--- src/rtl/segmented_display_pkg.sv ---
// segmented_display_pkg: shared glyph table, FSM state type and default
// settle length for the segmented display decoder.
package segmented_display_pkg;

    // Settle/latch states of the input sampler
    typedef enum logic {
        SETTLING = 1'b0,
        LATCHED  = 1'b1
    } decoderState_e;

    localparam int DEFAULT_SETTLE_CYCLES = 16;

    // Active-high segment patterns (bit0=a ... bit6=g), index = hex digit
    localparam logic [15:0][6:0] GLYPH_TABLE = {
        7'h71, 7'h79, 7'h5E, 7'h39, 7'h7C, 7'h77, 7'h6F, 7'h7F,
        7'h07, 7'h7D, 7'h6D, 7'h66, 7'h4F, 7'h5B, 7'h06, 7'h3F
    };

endpackage

--- src/rtl/seven_segment_to_hex.sv ---
// seven_segment_to_hex: combinational reverse lookup of an active-high
// seven-segment pattern into its hex nybble; flags patterns not in the table.
module seven_segment_to_hex
    import segmented_display_pkg::*;
(
    input  logic [6:0] i_pattern,
    output logic [3:0] o_nybble,
    output logic       o_unknown
);

    // Search the glyph table; unmatched patterns decode as 0 with the flag set
    always_comb begin
        o_nybble  = 4'h0;
        o_unknown = 1'b1;
        for (int k = 0; k < 16; k++) begin
            if (i_pattern == GLYPH_TABLE[k]) begin
                o_nybble  = 4'(k);
                o_unknown = 1'b0;
            end
        end
    end

endmodule

--- src/rtl/segmented_display_decoder.sv ---
// segmented_display_decoder: snoops a multiplexed seven-segment display
// (anode digit selects, cathode segments, decimal point), waits for each
// digit to settle, decodes it back to hex and publishes a full frame once
// every digit has been seen.
// Optional feature: define SEGMENTED_DISPLAY_DECODER_TIMEOUT_EN to add a
// 24-bit watchdog that drops a stalled partial frame.
module segmented_display_decoder
    import segmented_display_pkg::*;
#(
    parameter int   NUMBER_OF_SEGMENTS   = 7,
    parameter int   NUMBER_OF_NYBBLES    = 4,
    parameter int   SETTLE_CYCLES        = DEFAULT_SETTLE_CYCLES,
    parameter logic ANODE_ACTIVE_LEVEL   = 1'b1,
    parameter logic CATHODE_ACTIVE_LEVEL = 1'b0
)
(
    input  logic                           clock,
    input  logic                           reset,
    input  logic [NUMBER_OF_NYBBLES-1:0]   anode,
    input  logic [NUMBER_OF_SEGMENTS-1:0]  cathode,
    input  logic                           dp_in,
    output logic [4*NUMBER_OF_NYBBLES-1:0] data,
    output logic [NUMBER_OF_NYBBLES-1:0]   dp,
    output logic                           valid,
    output logic                           glyph_error,
    output logic                           anode_error
);

    localparam int N        = NUMBER_OF_NYBBLES;
    localparam int SAMPLE_W = NUMBER_OF_NYBBLES + NUMBER_OF_SEGMENTS + 1;
    localparam int IDX_W    = (N > 1) ? $clog2(N) : 1;

    logic [N-1:0]                  r_anodeMeta, r_anodeSync;
    logic [NUMBER_OF_SEGMENTS-1:0] r_cathodeMeta, r_cathodeSync;
    logic                          r_dpMeta, r_dpSync;
    logic [SAMPLE_W-1:0]           r_prevSample;
    logic [15:0]                   r_settleCount;
    decoderState_e                 r_state;

    logic [N-1:0][3:0]             r_digits;
    logic [N-1:0]                  r_dps;
    logic [N-1:0]                  r_seen;
    logic [4*N-1:0]                r_data;
    logic [N-1:0]                  r_dp;
    logic                          r_valid, r_glyphError, r_anodeError;

    logic [N-1:0]                  w_anodeNorm;
    logic [NUMBER_OF_SEGMENTS-1:0] w_cathodeNorm;
    logic                          w_dpNorm;
    logic [SAMPLE_W-1:0]           w_sample;
    logic                          w_sampleChanged;
    decoderState_e                 w_nextState;
    logic [15:0]                   w_nextCount;
    logic                          w_capture, w_store;
    logic                          w_anyActive, w_multiActive;
    logic [IDX_W-1:0]              w_activeIndex;
    logic [3:0]                    w_nybble;
    logic                          w_unknown;
    logic [N-1:0]                  w_seenNext;
    logic                          w_frameDone;
    logic                          w_timeout;

    // Two-flop synchronisers on every asynchronous display line
    always_ff @(posedge clock) begin
        if (reset) begin
            r_anodeMeta   <= '0;
            r_anodeSync   <= '0;
            r_cathodeMeta <= '0;
            r_cathodeSync <= '0;
            r_dpMeta      <= 1'b0;
            r_dpSync      <= 1'b0;
        end else begin
            r_anodeMeta   <= anode;
            r_anodeSync   <= r_anodeMeta;
            r_cathodeMeta <= cathode;
            r_cathodeSync <= r_cathodeMeta;
            r_dpMeta      <= dp_in;
            r_dpSync      <= r_dpMeta;
        end
    end

    assign w_anodeNorm     = r_anodeSync ^ {N{~ANODE_ACTIVE_LEVEL}};
    assign w_cathodeNorm   = r_cathodeSync ^ {NUMBER_OF_SEGMENTS{~CATHODE_ACTIVE_LEVEL}};
    assign w_dpNorm        = r_dpSync ^ ~CATHODE_ACTIVE_LEVEL;
    assign w_sample        = {r_anodeSync, r_cathodeSync, r_dpSync};
    assign w_sampleChanged = (w_sample != r_prevSample);

    // Classify the settled anode vector: blank, one-hot (with index) or multiple
    always_comb begin
        w_anyActive   = 1'b0;
        w_multiActive = 1'b0;
        w_activeIndex = '0;
        for (int k = 0; k < N; k++) begin
            if (w_anodeNorm[k]) begin
                if (w_anyActive) begin
                    w_multiActive = 1'b1;
                end
                w_anyActive   = 1'b1;
                w_activeIndex = IDX_W'(k);
            end
        end
    end

    seven_segment_to_hex u_lookup (
        .i_pattern (w_cathodeNorm[6:0]),
        .o_nybble  (w_nybble),
        .o_unknown (w_unknown)
    );

    // Settle FSM state, stability counter and previous-sample registers
    always_ff @(posedge clock) begin
        if (reset) begin
            r_state       <= SETTLING;
            r_settleCount <= '0;
            r_prevSample  <= '0;
        end else begin
            r_state       <= w_nextState;
            r_settleCount <= w_nextCount;
            r_prevSample  <= w_sample;
        end
    end

    // Next state: capture fires on the sample that completes the stable run
    always_comb begin
        w_nextState = r_state;
        w_nextCount = r_settleCount;
        w_capture   = 1'b0;
        case (r_state)
            SETTLING: begin
                if (w_sampleChanged) begin
                    w_nextCount = '0;
                end else if (r_settleCount == 16'(SETTLE_CYCLES - 2)) begin
                    w_nextCount = r_settleCount + 16'd1;
                    w_nextState = LATCHED;
                    w_capture   = 1'b1;
                end else begin
                    w_nextCount = r_settleCount + 16'd1;
                end
            end
            LATCHED: begin
                if (w_sampleChanged) begin
                    w_nextState = SETTLING;
                    w_nextCount = '0;
                end
            end
            default: begin
                w_nextState = SETTLING;
                w_nextCount = '0;
            end
        endcase
    end

    assign w_store     = w_capture && w_anyActive && !w_multiActive;
    assign w_frameDone = &r_seen;

    // Seen mask: frame copy or timeout clears it, a same-cycle capture re-sets its bit
    always_comb begin
        w_seenNext = r_seen;
        if (w_frameDone || w_timeout) begin
            w_seenNext = '0;
        end
        if (w_store) begin
            w_seenNext[w_activeIndex] = 1'b1;
        end
    end

`ifdef SEGMENTED_DISPLAY_DECODER_TIMEOUT_EN
    logic [23:0] r_watchdog;

    // Watchdog runs only while a partial frame is pending
    always_ff @(posedge clock) begin
        if (reset) begin
            r_watchdog <= '0;
        end else if (w_store || (r_seen == '0) || w_timeout) begin
            r_watchdog <= '0;
        end else begin
            r_watchdog <= r_watchdog + 24'd1;
        end
    end

    assign w_timeout = (r_watchdog == 24'hFFFFFF) && !w_frameDone;
`else
    assign w_timeout = 1'b0;
`endif

    // Digit capture, error pulses and frame publication
    always_ff @(posedge clock) begin
        if (reset) begin
            r_digits     <= '0;
            r_dps        <= '0;
            r_seen       <= '0;
            r_data       <= '0;
            r_dp         <= '0;
            r_valid      <= 1'b0;
            r_glyphError <= 1'b0;
            r_anodeError <= 1'b0;
        end else begin
            r_valid      <= 1'b0;
            r_glyphError <= 1'b0;
            r_anodeError <= 1'b0;
            r_seen       <= w_seenNext;
            if (w_frameDone) begin
                r_data  <= r_digits;
                r_dp    <= r_dps;
                r_valid <= 1'b1;
            end
            if (w_timeout) begin
                r_data <= '0;
            end
            if (w_capture && w_multiActive) begin
                r_anodeError <= 1'b1;
            end
            if (w_store) begin
                r_digits[w_activeIndex] <= w_nybble;
                r_dps[w_activeIndex]    <= w_dpNorm;
                r_glyphError            <= w_unknown;
            end
        end
    end

    assign data        = r_data;
    assign dp          = r_dp;
    assign valid       = r_valid;
    assign glyph_error = r_glyphError;
    assign anode_error = r_anodeError;

endmodule

--- config.mk ---
export PLATFORM = sky130hd
export DESIGN_NAME = segmented_display_decoder
export DESIGN_NICKNAME = d
export VERILOG_FILES = /design/src/rtl/segmented_display_pkg.sv /design/src/rtl/seven_segment_to_hex.sv /design/src/rtl/segmented_display_decoder.sv
export SDC_FILE = /design/constraint.sdc
export NUM_CORES = 1
export LEC_CHECK = 0
export ABC_AREA = 1
export BUFFER_PORTS_ARGS = -buffer_cell sky130_fd_sc_hd__clkbuf_2
export CAP_MARGIN = 20
export CORE_AREA = 2 2 94 78
export DETAILED_ROUTE_END_ITERATION = 8
export DIE_AREA = 0 0 96 80
export PLACE_DENSITY = 0.79
export SLEW_MARGIN = 20
export SYNTH_ARGS = -nofsm -noshare
export SYNTH_HDL_FRONTEND = slang
export SYNTH_SLANG_ARGS = --single-unit
--- constraint.sdc ---
create_clock -name clock -period 4.48 [get_ports clock]
set_clock_uncertainty 0.15 [all_clocks]
set_input_delay 0.448 -clock clock [delete_from_list [all_inputs] [get_ports clock]]
set_output_delay 0.448 -clock clock [all_outputs]
set_load 0.02 [all_outputs]
==> metrics.txt <==
# TYPE chip_impl_metric gauge
chip_impl_info{name="run_status",value="complete, no violations"} 1
chip_impl_metric{name="route.vias.total",unit=""} 3177
chip_impl_metric{name="cts_hold_repair.buffers",unit=""} 0
chip_impl_metric{name="finalHoldViolCount",unit=""} 0
chip_impl_metric{name="crit_required",unit="ns"} 4.56
chip_impl_metric{name="grt_max_degree",unit=""} 44
chip_impl_metric{name="die_boundary_width",unit="µm"} 96
chip_impl_metric{name="seq_area_frac_synth",unit="%"} 50.9
chip_impl_metric{name="grt_first_pass_wirelength",unit="µm"} 12500
chip_impl_metric{name="drt-vias-per-instance",unit=""} 5.04
chip_impl_metric{name="p_clk_share",unit="%"} 34.2
chip_impl_metric{name="cts-root-to-sink-buffers",unit=""} 2
chip_impl_metric{name="postSynthRegisterBits",unit=""} 100
chip_impl_metric{name="synthesis.nets",unit=""} 521
chip_impl_metric{name="timing.critical_path.arrival",unit="ns"} 2.16
chip_impl_metric{name="antennaDiodeCount",unit=""} 0
chip_impl_metric{name="cts.clk_slew.worst_paths",unit="ns"} 0.09
chip_impl_metric{name="cts_num_sinks",unit=""} 100
chip_impl_metric{name="maxSlewHeadroom",unit="%"} 49.8
chip_impl_metric{name="max-vdd-ir-drop",unit="V"} 0.000277
chip_impl_metric{name="post-route-min-period",unit="ns"} 2.08
chip_impl_metric{name="detail_route.iter0.violations",unit=""} 140
chip_impl_info{name="clock_tree_from_tritoncts",value="done"} 1
chip_impl_metric{name="gr-total-overflow",unit=""} 0
chip_impl_metric{name="postSynthAreaPerCell",unit="µm²"} 7.79
chip_impl_metric{name="top_level_ports",unit=""} 37
chip_impl_metric{name="share_of_the_synthesized_area_in_the_top_cell_type",unit="%"} 50.9
chip_impl_metric{name="tns",unit="ns"} 0
chip_impl_metric{name="final_net_count",unit=""} 554
chip_impl_metric{name="min_period_over_period",unit="%"} 46.4
chip_impl_metric{name="die-height",unit="µm"} 80
chip_impl_metric{name="power_report.internal_total",unit="W"} 0.00113
chip_impl_metric{name="number_of_global_route_vias_before_repair",unit=""} 2948
chip_impl_metric{name="syn2layout_area_growth",unit="%"} 10.2
chip_impl_metric{name="routability_congestion_estimate_from_global_placement",unit=""} 0.814
chip_impl_info{name="timing.critical_path.slowest_stage_cell",value="clkinv_1"} 1
chip_impl_metric{name="placement.io_buffers",unit=""} 36
chip_impl_info{name="min-delay-path-class",value="input port to flop"} 1
chip_impl_metric{name="clock.fmax",unit="MHz"} 481
chip_impl_metric{name="p_switching",unit="W"} 0.000364
chip_impl_metric{name="p_leak",unit="nW"} 1.79
chip_impl_metric{name="syn_area",unit="mm²"} 0.00393
chip_impl_metric{name="drt_wl_total",unit="µm"} 7260
chip_impl_metric{name="number_of_standard_cells_after_synthesis",unit=""} 505
chip_impl_metric{name="start_util",unit="%"} 58.5
chip_impl_metric{name="cts_setup_buffers",unit=""} 0
chip_impl_metric{name="drc",unit=""} 0
chip_impl_info{name="global_route.peak_usage_layer",value="met2"} 1
chip_impl_info{name="postSynth.topFlopCell",value="dfxtp_1"} 1
chip_impl_info{name="timing.critical_path.cells",value="nand4_1 > clkinv_1 > o21ai_0 > a21oi_1"} 1
chip_impl_metric{name="cpPeakStageDelay",unit="ns"} 0.70
chip_impl_metric{name="floorplan.rows",unit=""} 27
chip_impl_info{name="ctsRootBufferMaster",value="clkbuf_8"} 1
chip_impl_metric{name="gr_met1_demand_resource",unit="%"} 25.8
chip_impl_metric{name="detail-route-antenna-nets",unit=""} 0
chip_impl_metric{name="proportion_of_power_drawn_by_flip_flops_and_latches",unit="%"} 60.8
chip_impl_metric{name="p_sw_share",unit="%"} 24.3
chip_impl_info{name="timing.critical_path.from_type",value="flop"} 1
chip_impl_metric{name="cp_max_fo",unit=""} 36
chip_impl_info{name="synth.top_cells.by_count",value="100 x dfxtp_1, 100 x nor2_1, 89 x inv_1"} 1
chip_impl_metric{name="maxSlewViolCount",unit=""} 0
chip_impl_metric{name="layout-drive-gt1-share",unit="%"} 14.9
chip_impl_metric{name="initial_antenna_violation_count",unit=""} 0
chip_impl_metric{name="maxCapViolCount",unit=""} 0
chip_impl_metric{name="synthDistinctLibCells",unit=""} 35
chip_impl_metric{name="power_density_cells",unit="mW/mm²"} 346
chip_impl_metric{name="groute.usage.overall",unit="%"} 20.6
chip_impl_metric{name="setup_viol",unit=""} 0
chip_impl_metric{name="design_power_total",unit="W"} 0.00150
chip_impl_metric{name="rrSetupSlack",unit="ns"} 2.40
chip_impl_metric{name="core",unit="mm²"} 0.00672
chip_impl_metric{name="worst_skew_pair.late_latency",unit="ns"} 0.36
chip_impl_info{name="grt_setup_unrepaired",value="false"} 1
chip_impl_info{name="post_synth_main_area_contributors",value="dfxtp_1 51%, nor2_1 9.5%, inv_1 8.5%"} 1
chip_impl_metric{name="synth-warning-count",unit=""} 0
chip_impl_info{name="crit_type",value="flop to flop"} 1
chip_impl_metric{name="worst_slew_pin_slew",unit="ns"} 0.749
chip_impl_metric{name="tritoncts.num_buffers",unit=""} 9
chip_impl_info{name="critPathCaptureType",value="flop"} 1
chip_impl_metric{name="globalRouteMet2Util",unit="%"} 33.9
chip_impl_metric{name="synth_enable_flop_cells",unit=""} 0
chip_impl_metric{name="global_route.usage.met3",unit="%"} 6.42
chip_impl_metric{name="die-area",unit="mm²"} 0.00768
chip_impl_info{name="synth_largest_area_cell",value="dfxtp_1"} 1
chip_impl_metric{name="drtPass1Iterations",unit=""} 4
chip_impl_metric{name="combPwrFrac",unit="%"} 5.0
chip_impl_metric{name="detail_route.wl_per_cell",unit="µm"} 11.5
chip_impl_metric{name="cts_resized",unit=""} 0
chip_impl_metric{name="place.detailed.hpwl",unit="µm"} 5240
chip_impl_metric{name="htree_num_levels",unit=""} 3
chip_impl_metric{name="share_of_flip_flops_with_an_asynchronous_set_or_reset",unit="%"} 0
## power by group through the flow
stage               Clock, W  Sequential (W)  Combinational, W
floorplan                  0        0.000928         0.0000585
global placement           0        0.000931         0.0000727
detailed placement         0        0.000932         0.0000749
CTS                 0.000524        0.000911         0.0000753
global route        0.000562        0.000913         0.0000871
finish              0.000512        0.000911         0.0000753
## flip-flops by register name (all words and copies together) (netlist names), 7 cells and up
| name | cells |
|---|---|
| data | 16 |
| r_digits | 16 |
| r_settleCount | 16 |
| r_prevSample | 12 |
| r_cathodeMeta | 7 |
| r_cathodeSync | 7 |
## stage by stage
step | setup slack, ns | util [%] | area [µm²] | cells | hold WS [ns]
finish | 2.40 | 64.5 | 4340 | 630 | 0.120
detailed placement | 2.23 | 61.9 | 4160 | 614 | 0.245
floorplan | 2.70 | - | 3930 | 505 | 0.238
global route | 2.00 | 64.5 | 4340 | 630 | 0.115
global placement | 2.27 | 61.9 | 4160 | 614 | 0.240
CTS | 2.35 | 64.5 | 4340 | 630 | 0.104
## final cells by class
type	instances	area [µm²]
Clock buffer	10	128
Multi-Input combinational cell	295	1500
Timing Repair Buffer	38	195
Fill cell	586	2390
Clock inverter	6	50.0
Tap cell	87	109
Sequential cell	100	2000
Inverter	94	353
## placed cells by master, fill, tap and decap left out, drive strengths merged, types with 2 or more instances in the layout
master	instances
nand4	17
o21ai	45
nor4	3
nor3	6
buf	2
a21oi	38
clkinv	3
xnor2	13
dfxtp	100
inv	93
clkbuf	46
nand3	15
nor2	107
nor3b	3
nand2	38
o21a	2
ha	2
clkinvlp	4
## logic make-up (layout without fill, tap and decap cells)
kind of cell	count (synthesis)	in the layout	share of synthesized area, %
AOI/OAI and AO/OA	89	89	11.8
xor gates and xnor gates	13	13	2.89
adders and majority gates	2	2	0.636
buffers and inverters	110	148	11.0
DFF	100	100	50.9
and+or+nand+nor	191	191	22.8
## routing by layer
layer	up-vias	routed length [µm]
met5	-	0
met2	54	3560
met4	0	51
met3	4	345
li1	1647	-
met1	1472	3300
## critical path: cells and delay by family, from the launching register on
kind / cells / cell delay, ns
flops: 1 / 0.33
compound gates: 2 / 0.49
simple gates: 1 / 0.29
buf+inv: 1 / 0.70
## worst paths after layout
check / start / endpoint / depth (start not counted)
setup / recovery: r_seen[1] / dp[3] / 4
hold reg to reg: r_anodeMeta[1] / r_anodeSync[1] / 2
hold / removal: cathode[3] / r_cathodeMeta[3] / 3
setup reg to reg: r_seen[1] / dp[3] / 4
No activity file was read; power rests on OpenSTA's default activity.
